<file path="src/rtl/rvh_l1d_snp_lst_ctrl.sv">
// rvh_l1d_snp_lst_ctrl: snoop-side writer of the L1D line state table (LST).
//   Accepts one snoop at a time, looks up the target line's MESI state, fetches
//   dirty data when the line is MODIFIED, writes the downgraded state back into
//   the LST and returns a response to the coherence agent.
//   Ports:
//     snp_req_*        snoop request (valid/ready, set, way, hit, type, id)
//     lst_rd_*         combinational LST read port (index out, line state in)
//     lst_mesi_wr_*_s0 pipeline-side LST write, monitored for hazards and priority
//     lst_mesi_wr_*_snp snoop-side LST write port
//     snp_dat_rd_*     dirty-data read request / completion
//     snp_resp_*       snoop response (valid/ready, id, has_data, previous state)
//     busy_o           snoop in flight; upstream holds pipeline writes to the line
package rvh_l1d_snp_lst_pkg;
    localparam int L1D_BANK_SET_INDEX_WIDTH = 6;
    localparam int L1D_BANK_WAY_INDEX_WIDTH = 2;
    localparam int L1D_BANK_WAY_NUM = 1 << L1D_BANK_WAY_INDEX_WIDTH;
    typedef enum logic [1:0] {
        INVALID   = 2'd0,
        SHARED    = 2'd1,
        EXCLUSIVE = 2'd2,
        MODIFIED  = 2'd3
    } rrv64_mesi_type_e;
    typedef struct packed {
        logic [L1D_BANK_WAY_NUM-1:0][1:0] mesi_sta;
    } rrv64_l1d_lst_t;
endpackage

module rvh_l1d_snp_lst_ctrl
    import rvh_l1d_snp_lst_pkg::*;
#(
    parameter int SNP_ID_W = 4
) (
    input  logic                                clk,
    input  logic                                rstn,
    input  logic                                snp_req_valid_i,
    output logic                                snp_req_ready_o,
    input  logic [L1D_BANK_SET_INDEX_WIDTH-1:0] snp_req_set_idx_i,
    input  logic [L1D_BANK_WAY_INDEX_WIDTH-1:0] snp_req_way_idx_i,
    input  logic                                snp_req_hit_i,
    input  logic                                snp_req_type_i,
    input  logic [SNP_ID_W-1:0]                 snp_req_id_i,
    output logic [L1D_BANK_SET_INDEX_WIDTH-1:0] lst_rd_idx_o,
    input  rrv64_l1d_lst_t                      lst_rd_dat_i,
    input  logic                                lst_mesi_wr_en_s0_req_i,
    input  logic [L1D_BANK_SET_INDEX_WIDTH-1:0] lst_mesi_wr_set_idx_s0_req_i,
    input  logic [L1D_BANK_WAY_INDEX_WIDTH-1:0] lst_mesi_wr_way_idx_s0_req_i,
    output logic                                lst_mesi_wr_en_snp_o,
    output logic [L1D_BANK_SET_INDEX_WIDTH-1:0] lst_mesi_wr_set_idx_snp_o,
    output logic [L1D_BANK_WAY_INDEX_WIDTH-1:0] lst_mesi_wr_way_idx_snp_o,
    output rrv64_mesi_type_e                    lst_mesi_wr_dat_snp_o,
    output logic                                snp_dat_rd_valid_o,
    input  logic                                snp_dat_rd_ready_i,
    input  logic                                snp_dat_rd_done_i,
    output logic                                snp_resp_valid_o,
    input  logic                                snp_resp_ready_i,
    output logic [SNP_ID_W-1:0]                 snp_resp_id_o,
    output logic                                snp_resp_has_data_o,
    output rrv64_mesi_type_e                    snp_resp_prev_sta_o,
    output logic                                busy_o
);
    typedef enum logic [2:0] {IDLE, LOOKUP, DATA_REQ, DATA_WAIT, UPDATE, RESP} state_e;

    state_e                              state_q;
    logic [L1D_BANK_SET_INDEX_WIDTH-1:0] set_q;
    logic [L1D_BANK_WAY_INDEX_WIDTH-1:0] way_q;
    logic                                hit_q;
    logic                                type_q;
    logic [SNP_ID_W-1:0]                 id_q;
    rrv64_mesi_type_e                    prev_q, prev_d, nxt_q, nxt_d;
    logic                                same_line_s0;

    // A pipeline write to the captured line during LOOKUP would make the read stale.
    assign same_line_s0 = lst_mesi_wr_en_s0_req_i
                          && lst_mesi_wr_set_idx_s0_req_i == set_q
                          && lst_mesi_wr_way_idx_s0_req_i == way_q;

    always_comb begin
        prev_d = hit_q ? rrv64_mesi_type_e'(lst_rd_dat_i.mesi_sta[way_q]) : INVALID;
        nxt_d  = type_q ? INVALID
               : (prev_d == MODIFIED || prev_d == EXCLUSIVE) ? SHARED : prev_d;
    end

    always_ff @(posedge clk or negedge rstn) begin
        if (!rstn) begin
            state_q <= IDLE;
            set_q   <= '0;
            way_q   <= '0;
            hit_q   <= 1'b0;
            type_q  <= 1'b0;
            id_q    <= '0;
            prev_q  <= INVALID;
            nxt_q   <= INVALID;
        end else begin
            case (state_q)
                IDLE: if (snp_req_valid_i) begin
                    set_q   <= snp_req_set_idx_i;
                    way_q   <= snp_req_way_idx_i;
                    hit_q   <= snp_req_hit_i;
                    type_q  <= snp_req_type_i;
                    id_q    <= snp_req_id_i;
                    state_q <= LOOKUP;
                end
                LOOKUP: if (!same_line_s0) begin
                    prev_q  <= prev_d;
                    nxt_q   <= nxt_d;
                    state_q <= prev_d == MODIFIED ? DATA_REQ : nxt_d != prev_d ? UPDATE : RESP;
                end
                DATA_REQ:  if (snp_dat_rd_ready_i) state_q <= DATA_WAIT;
                DATA_WAIT: if (snp_dat_rd_done_i) state_q <= UPDATE;
                // The LST write mux favours the pipeline, so retry until its port is free.
                UPDATE:    if (!lst_mesi_wr_en_s0_req_i) state_q <= RESP;
                RESP:      if (snp_resp_ready_i) state_q <= IDLE;
                default:   state_q <= IDLE;
            endcase
        end
    end

    assign snp_req_ready_o           = state_q == IDLE;
    assign busy_o                    = state_q != IDLE;
    assign lst_rd_idx_o              = set_q;
    assign lst_mesi_wr_en_snp_o      = state_q == UPDATE && !lst_mesi_wr_en_s0_req_i;
    assign lst_mesi_wr_set_idx_snp_o = set_q;
    assign lst_mesi_wr_way_idx_snp_o = way_q;
    assign lst_mesi_wr_dat_snp_o     = nxt_q;
    assign snp_dat_rd_valid_o        = state_q == DATA_REQ;
    assign snp_resp_valid_o          = state_q == RESP;
    assign snp_resp_id_o             = id_q;
    assign snp_resp_has_data_o       = prev_q == MODIFIED;
    assign snp_resp_prev_sta_o       = prev_q;

    // Once the state has been sampled, the pipeline must leave the snooped line alone.
    a_no_s0_on_snooped_line: assert property (@(posedge clk) disable iff (!rstn)
        !(busy_o && state_q != LOOKUP && same_line_s0));
endmodule

</file>
<file path="config.mk">
export PLATFORM = sky130hd
export DESIGN_NAME = rvh_l1d_snp_lst_ctrl
export DESIGN_NICKNAME = d
export VERILOG_FILES = /design/src/rtl/rvh_l1d_snp_lst_ctrl.sv
export SDC_FILE = /design/constraint.sdc
export NUM_CORES = 1
export LEC_CHECK = 0
export BUFFER_PORTS_ARGS = -buffer_cell sky130_fd_sc_hd__buf_2
export CORE_UTILIZATION = 45
export CTS_CLUSTER_DIAMETER = 200
export DETAILED_ROUTE_END_ITERATION = 6
export PLACE_DENSITY_LB_ADDON = 0.12
export SYNTH_ARGS = -nofsm -noshare
export SYNTH_HDL_FRONTEND = slang
export SYNTH_SLANG_ARGS = --single-unit
</file>
<file path="constraint.sdc">
create_clock -name clk -period 2.2 [get_ports clk]
set_input_delay 0.22 -clock clk [delete_from_list [all_inputs] [get_ports clk]]
set_output_delay 0.22 -clock clk [all_outputs]
set_load 0.01 [all_outputs]
</file>
==> impl_metrics.toml, run 1 <==
[route]
routed_wl_mm = 2.52
wl_met2_mm = 1.27
route.top_layer_used = "met4"
drc = 0
avgViaCountPerCell = 5.00
wl_met3_microns = 148
vias = 980
drt-initial-drc-count = 9
ant_nets = 0
drt-wirelength-per-cell_microns = 12.8
dr.pass1.iters = 4
met1Wirelength_mm = 1.06

[logic_synthesis]
ys_top_cells_by_area = "dfrtp_1 (42%), mux2_4 (12%), mux2_2 (6.3%)"
synth_seq_cells = 21
netlist_area_sq_mm = 0.00126
yosysMostFrequentCell = "dfrtp_1"
ys_seq_area_share_pct = 41.8
syn_avg_cell_area_sq_um = 11.5
synthCells = 109
yosysTopAreaCell = "dfrtp_1"
yosys_warnings = 0
ys.flop_type = "dfrtp_1"
synth-async-reset-ratio_pct = 100
synthTopCellsByCount = "dfrtp_1 (21), mux2_4 (10), mux2_2 (7), mux2i_1 (7), xor2_1 (7)"
synth_top_area_share_pct = 41.8
yosys.cell_types.count = 33
syn_nets = 146
synth_edf_count = 0

[clock_tree]
cts_made_buffers = 3
clkLatencyLatePin_ns = 0.32
cts_htree_levels = 1
cts_tree = "done"
cts_root_buf = "clkbuf_4"
clk_pin_slew_ns = 0.13
cts_resized = 0
cts_buffer_depth = 2
clock_sinks = 21

[sta]
hold_viol = 0
slew_viol_final = 0
setup_viol = 0
slew-limit-headroom_pct = 68.6
fin_crit_sh_pct = 82.5
worst_slew_pin_slew_ns = 0.471
skew_ns = 0.0110
finalSetupTns_ns = 0
grt_setup_unrepaired = "no"
fin_crit_ns = 1.82
max_freq_ghz = 0.551

[final_layout]
antenna_cells = 0
stdcell_count = 196
fill_cells = 248
final_nets = 204
layout-drive-gt1-share_pct = 53.0
area_growth_syn_to_layout_pct = 23.5

[die]
die-area_sq_mm = 0.00301
core-area_sq_mm = 0.00257
io_pins = 65
start_util_pct = 48.9
rows = 18
fp.dieH_microns = 54.8
die_x_microns = 54.8

[worst_setup_path]
crit_type = "reg2reg"
cp-start-kind = "flop"
startpoint = "lst_mesi_wr_way_idx_snp_o[0]"
crit_arrival_ns = 2.02
timing.rr.start = "lst_mesi_wr_way_idx_snp_o[0]"
path_max_fanout = 7
cp-end-kind = "flop"
cp.required_ns = 2.40

[power]
ir_drop_mv = 0.884
p_leak_nw = 0.828
powerDensity_mw_per_mm2 = 1300

[global_route]
grt_pass1_vias = 905
grt_pass1_wl_mm = 3.79
grt_usage_pct = 18.2
grt-ovfl-total = 0
grt_max_degree = 22
antenna_found_initial = 0

[placed_design]
port_buffers = 64
gp_congestion = 0.723
dp_hpwl_mm = 1.97
dp.cells = 191

[min_path]
hold_start = "snp_req_set_idx_i[3]"
hold_class = "in2reg"

[run_status]
status = "complete, no violations"

[flow_run]
drv_cap = 0
registers in the layout, summed over array words and instances, names as in the netlist:
name and count:
lst_mesi_wr_dat_snp_o 2, hit_q 1, lst_mesi_wr_set_idx_snp_o 6, snp_resp_prev_sta_o 2
type_q 1, state_q 3, snp_resp_id_o 4, lst_mesi_wr_way_idx_snp_o 2
critical path: stages (launching register included):
cell and delay, ns:
dfrtp_1 0.50, xor2_1 0.19, nor3_1 0.24, nand4_1 0.19, nand2_1 0.21, mux2_2 0.37
path summary, 6_finish.rpt:
check / endpoint / slack, ns / cells after the start
max: snp_resp_prev_sta_o[1] / 0.38 / 5
min: lst_mesi_wr_set_idx_snp_o[3] / 0.12 / 2
max reg2reg: snp_resp_prev_sta_o[1] / 0.38 / 5
min reg2reg: lst_mesi_wr_dat_snp_o[1] / 0.50 / 1
max in group asynchronous: snp_resp_prev_sta_o[0] / 1.49 / 2
min in group asynchronous: lst_mesi_wr_set_idx_snp_o[5] / 0.37 / 2
per-layer routing:
layer | vias up | global-route usage [%]
met5 | - | 0
met3 | 4 | 3.33
li1 | 482 | -
met2 | 37 | 32.1
met4 | 0 | 7.26
met1 | 457 | 21.4
layout by cell type (no fill, tap or decap):
cell type and count:
nand4_1 1, nor2_1 6, o31ai_1 2, nand2b_1 3, xnor2_1 1, nor2b_1 1
nor4_1 1, or2_2 1, mux2_4 10, xor2_1 7, nand2_1 5, or3_4 1
mux2_2 7, mux2i_1 7, a21o_1 1, dlygate4sd3_1 1, nor3b_1 1, nor2_8 1
clkinvlp_4 1, nor3_1 2, clkbuf_4 3, a21oi_1 3, o211ai_1 1, inv_1 3
o21ai_0 1, buf_2 64, o22ai_1 2, a2bb2oi_1 1, and2_1 4, a31oi_1 1
or3_1 1, nand3_1 1, dfrtp_1 21
cells by family after synthesis:
group,count (synthesis),share of synthesized area (%)
flip-flops,21,41.8
XOR/XNOR,8,5.58
multiplexers,24,23.8
buffers and inverters,15,9.06
AO/OA/AOI/OAI,12,6.17
AND/OR/NAND/NOR,29,13.5
where the power goes:
part | total, mW | switching [mW] | internal (mW) | leakage [nW]
Sequential | 0.760 | 0.202 | 0.558 | 0.256
Clock | 0.197 | 0.128 | 0.0694 | 0.0139
Combinational | 1.05 | 0.472 | 0.580 | 0.557
stage by stage:
stage	cell area, sq um	setup WS (ns)	total power [mW]	utilization, %	hold WS [ns]
floorplan	1260	0.581	1.62	-	-0.0756
global placement	1510	0.466	1.80	58.9	0.195
detailed placement	1510	0.406	1.84	58.9	0.204
CTS	1550	0.370	2.04	60.4	0.114
global route	1550	0.261	2.18	60.4	0.107
finish	1550	0.385	2.01	60.4	0.120
layout make-up:
type	instances	area, sq um	share of cell area [%]
Clock buffer	3	22.5	1.45
Multi-Input combinational cell	73	617	39.8
Sequential cell	21	526	33.9
Inverter	3	11.3	0.726
Clock inverter	1	7.51	0.484
Timing Repair Buffer	65	330	21.3
Tap cell	30	37.5	2.42
repair_timing:
action,4_1_cts,5_1_grt
hold buffers,1,0
setup buffers,0,0
endpoints found under the hold margin,21,0
Note: power is estimated with default switching activity, not from simulation.
==> run 2: changes to the inputs <==
--- a/config.mk
+++ b/config.mk
@@ -5,6 +5,7 @@
 export SDC_FILE = /design/constraint.sdc
 export NUM_CORES = 1
 export LEC_CHECK = 0
+export ABC_AREA = 1
 export BUFFER_PORTS_ARGS = -buffer_cell sky130_fd_sc_hd__buf_2
 export CORE_UTILIZATION = 45
 export CTS_CLUSTER_DIAMETER = 200
==> constraint.sdc (replaced) <==
create_clock -name clk -period 1.8 [get_ports clk]
set_input_delay 0.18 -clock clk [delete_from_list [all_inputs] [get_ports clk]]
set_output_delay 0.18 -clock clk [all_outputs]
set_load 0.01 [all_outputs]
==> run 2 against run 1 <==
  * Sequential share of layout area decreased by 2.1 points
  * Via count increased by 23%
  * Power grew 28%
  * Worst setup slack worse by 0.076 ns
  * Area after synthesis grew 5.0%
  * Synthesized cell count increased by 51%
  * Routed wire length increased by 13%
  * Largest power group unchanged
==> impl_metrics.toml, run 2 <==
[clock_tree]
clkLatencyLatePin_ns = 0.30
cts_buffer_depth = 2
post_cts_buffers = 0
cts_resized = 0
cts_htree_levels = 1
cts_made_buffers = 3
cts_tree = "done"
ctsHoldBuffers = 1
cts_root_buf = "clkbuf_4"
clock_sinks = 21
clk_pin_slew_ns = 0.11

[final_layout]
antenna_cells = 0
multi_input_area_sq_um = 631
seq_area_sq_um = 526
layout-drive-gt1-share_pct = 41.2
stdcell_count = 257
area_growth_syn_to_layout_pct = 25.3
fill_cells = 264
largest_reg_flops = 6
layout_commonest_cell = "buf_2"
final_nets = 264
final_cell_mix = "buf_2 (64), nand2_1 (45), inv_1 (23)"
utilization_pct = 59.9

[route]
avgViaCountPerCell = 4.70
routed_wl_mm = 2.85
drc = 0
ant_nets = 0
dr.pass1.iters = 4
vias = 1209
drt-wirelength-per-cell_microns = 11.1
drt-initial-drc-count = 70

[logic_synthesis]
netlist_area_sq_mm = 0.00132
ys_top_cells_by_area = "dfrtp_1 (40%), nand2_1 (13%), mux2_4 (10%)"
ys_seq_area_share_pct = 39.8
synthCells = 165
yosysMostFrequentCell = "nand2_1"
syn_nets = 202
synth_edf_count = 0
synth-async-reset-ratio_pct = 100
yosys.cell_types.count = 26
syn_avg_cell_area_sq_um = 7.99
synth_top_area_share_pct = 39.8
ys.flop_type = "dfrtp_1"
synthTopCellsByCount = "nand2_1 (45), inv_1 (23), dfrtp_1 (21)"
synth_seq_cells = 21
yosys_warnings = 0
yosysTopAreaCell = "dfrtp_1"

[sta]
worst_slew_pin_slew_ns = 0.486
max_freq_ghz = 0.671
fin_crit_sh_pct = 82.9
skew_ns = 0.00293
finalSetupTns_ns = 0
fin_crit_ns = 1.49
grt_setup_unrepaired = "no"
setup_viol = 0
slew-limit-headroom_pct = 67.6
slew_viol_final = 0
hold_viol = 0

[global_route]
grt-ovfl-total = 0
grt_pass1_wl_mm = 5.05
antenna_found_initial = 0
grt_pass1_vias = 1120
grt_max_degree = 22
grt_usage_pct = 20.4

[worst_setup_path]
path_max_fanout = 7
cp.required_ns = 1.62
crit_type = "reg2out"
cp-start-kind = "flop"
crit_arrival_ns = 1.31
cp-end-kind = "primary output"

[power]
ir_drop_mv = 0.912
p_leak_nw = 1.00
powerDensity_mw_per_mm2 = 1560

[flow_run]
drv_cap = 0

[min_path]
hold_class = "in2reg"

[die]
rows = 19
start_util_pct = 47.8
die-area_sq_mm = 0.00315
io_pins = 65
fp.dieH_microns = 56.1
core-area_sq_mm = 0.00276
die_x_microns = 56.1

[placed_design]
dp_hpwl_mm = 2.24
port_buffers = 64
dp.cells = 252
gp_congestion = 0.767

[run_status]
status = "complete, no violations"
-- run 2: changes by cell type after synthesis, sizes merged, moves of 5 or more --
cell / delta
nand2: +45
inv: +24
nor2: +12
mux2: -8
nand3: +8
mux2i: -7
xor2: -5
-- run 2: kinds of logic after synthesis --
logic type | after synthesis | share of synthesized area [%]
AO/OA/AOI/OAI | 15 | 6.83
XOR/XNOR | 2 | 1.33
buffers and inverters | 35 | 12.3
flip-flops | 21 | 39.8
multiplexers | 9 | 10.2
AND/OR/NAND/NOR | 83 | 29.4
-- run 2: stage by stage --
step	hold WS, ns	worst slack [ns]	power [mW]	cell area (sq um)
floorplan	-0.116	0.458	2.01	1320
finish	0.0945	0.309	2.58	1650
global route	0.0794	0.148	2.82	1650
CTS	0.0846	0.292	2.61	1650
detailed placement	0.177	0.365	2.37	1620
global placement	0.156	0.409	2.33	1620
-- run 2: final timing paths --
| check | slack, ns | endpoint | startpoint | depth (start not counted) |
|---|---|---|---|---|
| max in group asynchronous | 1.12 | state_q[1] | rstn | 2 |
| setup reg to reg | 0.36 | type_q | state_q[1] | 5 |
| hold reg to reg | 0.51 | lst_mesi_wr_dat_snp_o[0] | lst_mesi_wr_dat_snp_o[0] | 2 |
| hold / removal | 0.09 | lst_mesi_wr_set_idx_snp_o[4] | snp_req_set_idx_i[4] | 2 |
| setup / recovery | 0.31 | lst_mesi_wr_en_snp_o | state_q[2] | 3 |
| min in group asynchronous | 0.36 | lst_mesi_wr_set_idx_snp_o[3] | rstn | 2 |
-- run 2: metal layers --
| layer | GRT usage, % | part of all wire, % |
|---|---|---|
| met5 | 0 | 0 |
| met4 | 8.01 | 1.6 |
| met3 | 3.02 | 5.9 |
| met2 | 32.3 | 44 |
| met1 | 28.2 | 49 |
-- run 2: worst max-delay path: stages (launching register included) --
cell	delay, ns
dfrtp_1	0.55
inv_2	0.11
nor3_1	0.19
buf_2	0.16
-- run 2: area by class of cell --
cell class / count / area share, %
clock buffer: 4 / 1.59
inverter: 27 / 6.13
multi-input combinational: 109 / 38.2
sequential: 21 / 31.8
tap: 31 / 2.35
timing repair buffer: 65 / 20.0
-- run 2: report_power, final --
part | switching (mW) | internal (mW) | leakage (nW)
Clock | 0.142 | 0.0865 | 0.0150
Sequential | 0.222 | 0.682 | 0.252
Combinational | 0.788 | 0.658 | 0.734
Total | 1.15 | 1.43 | 1.00
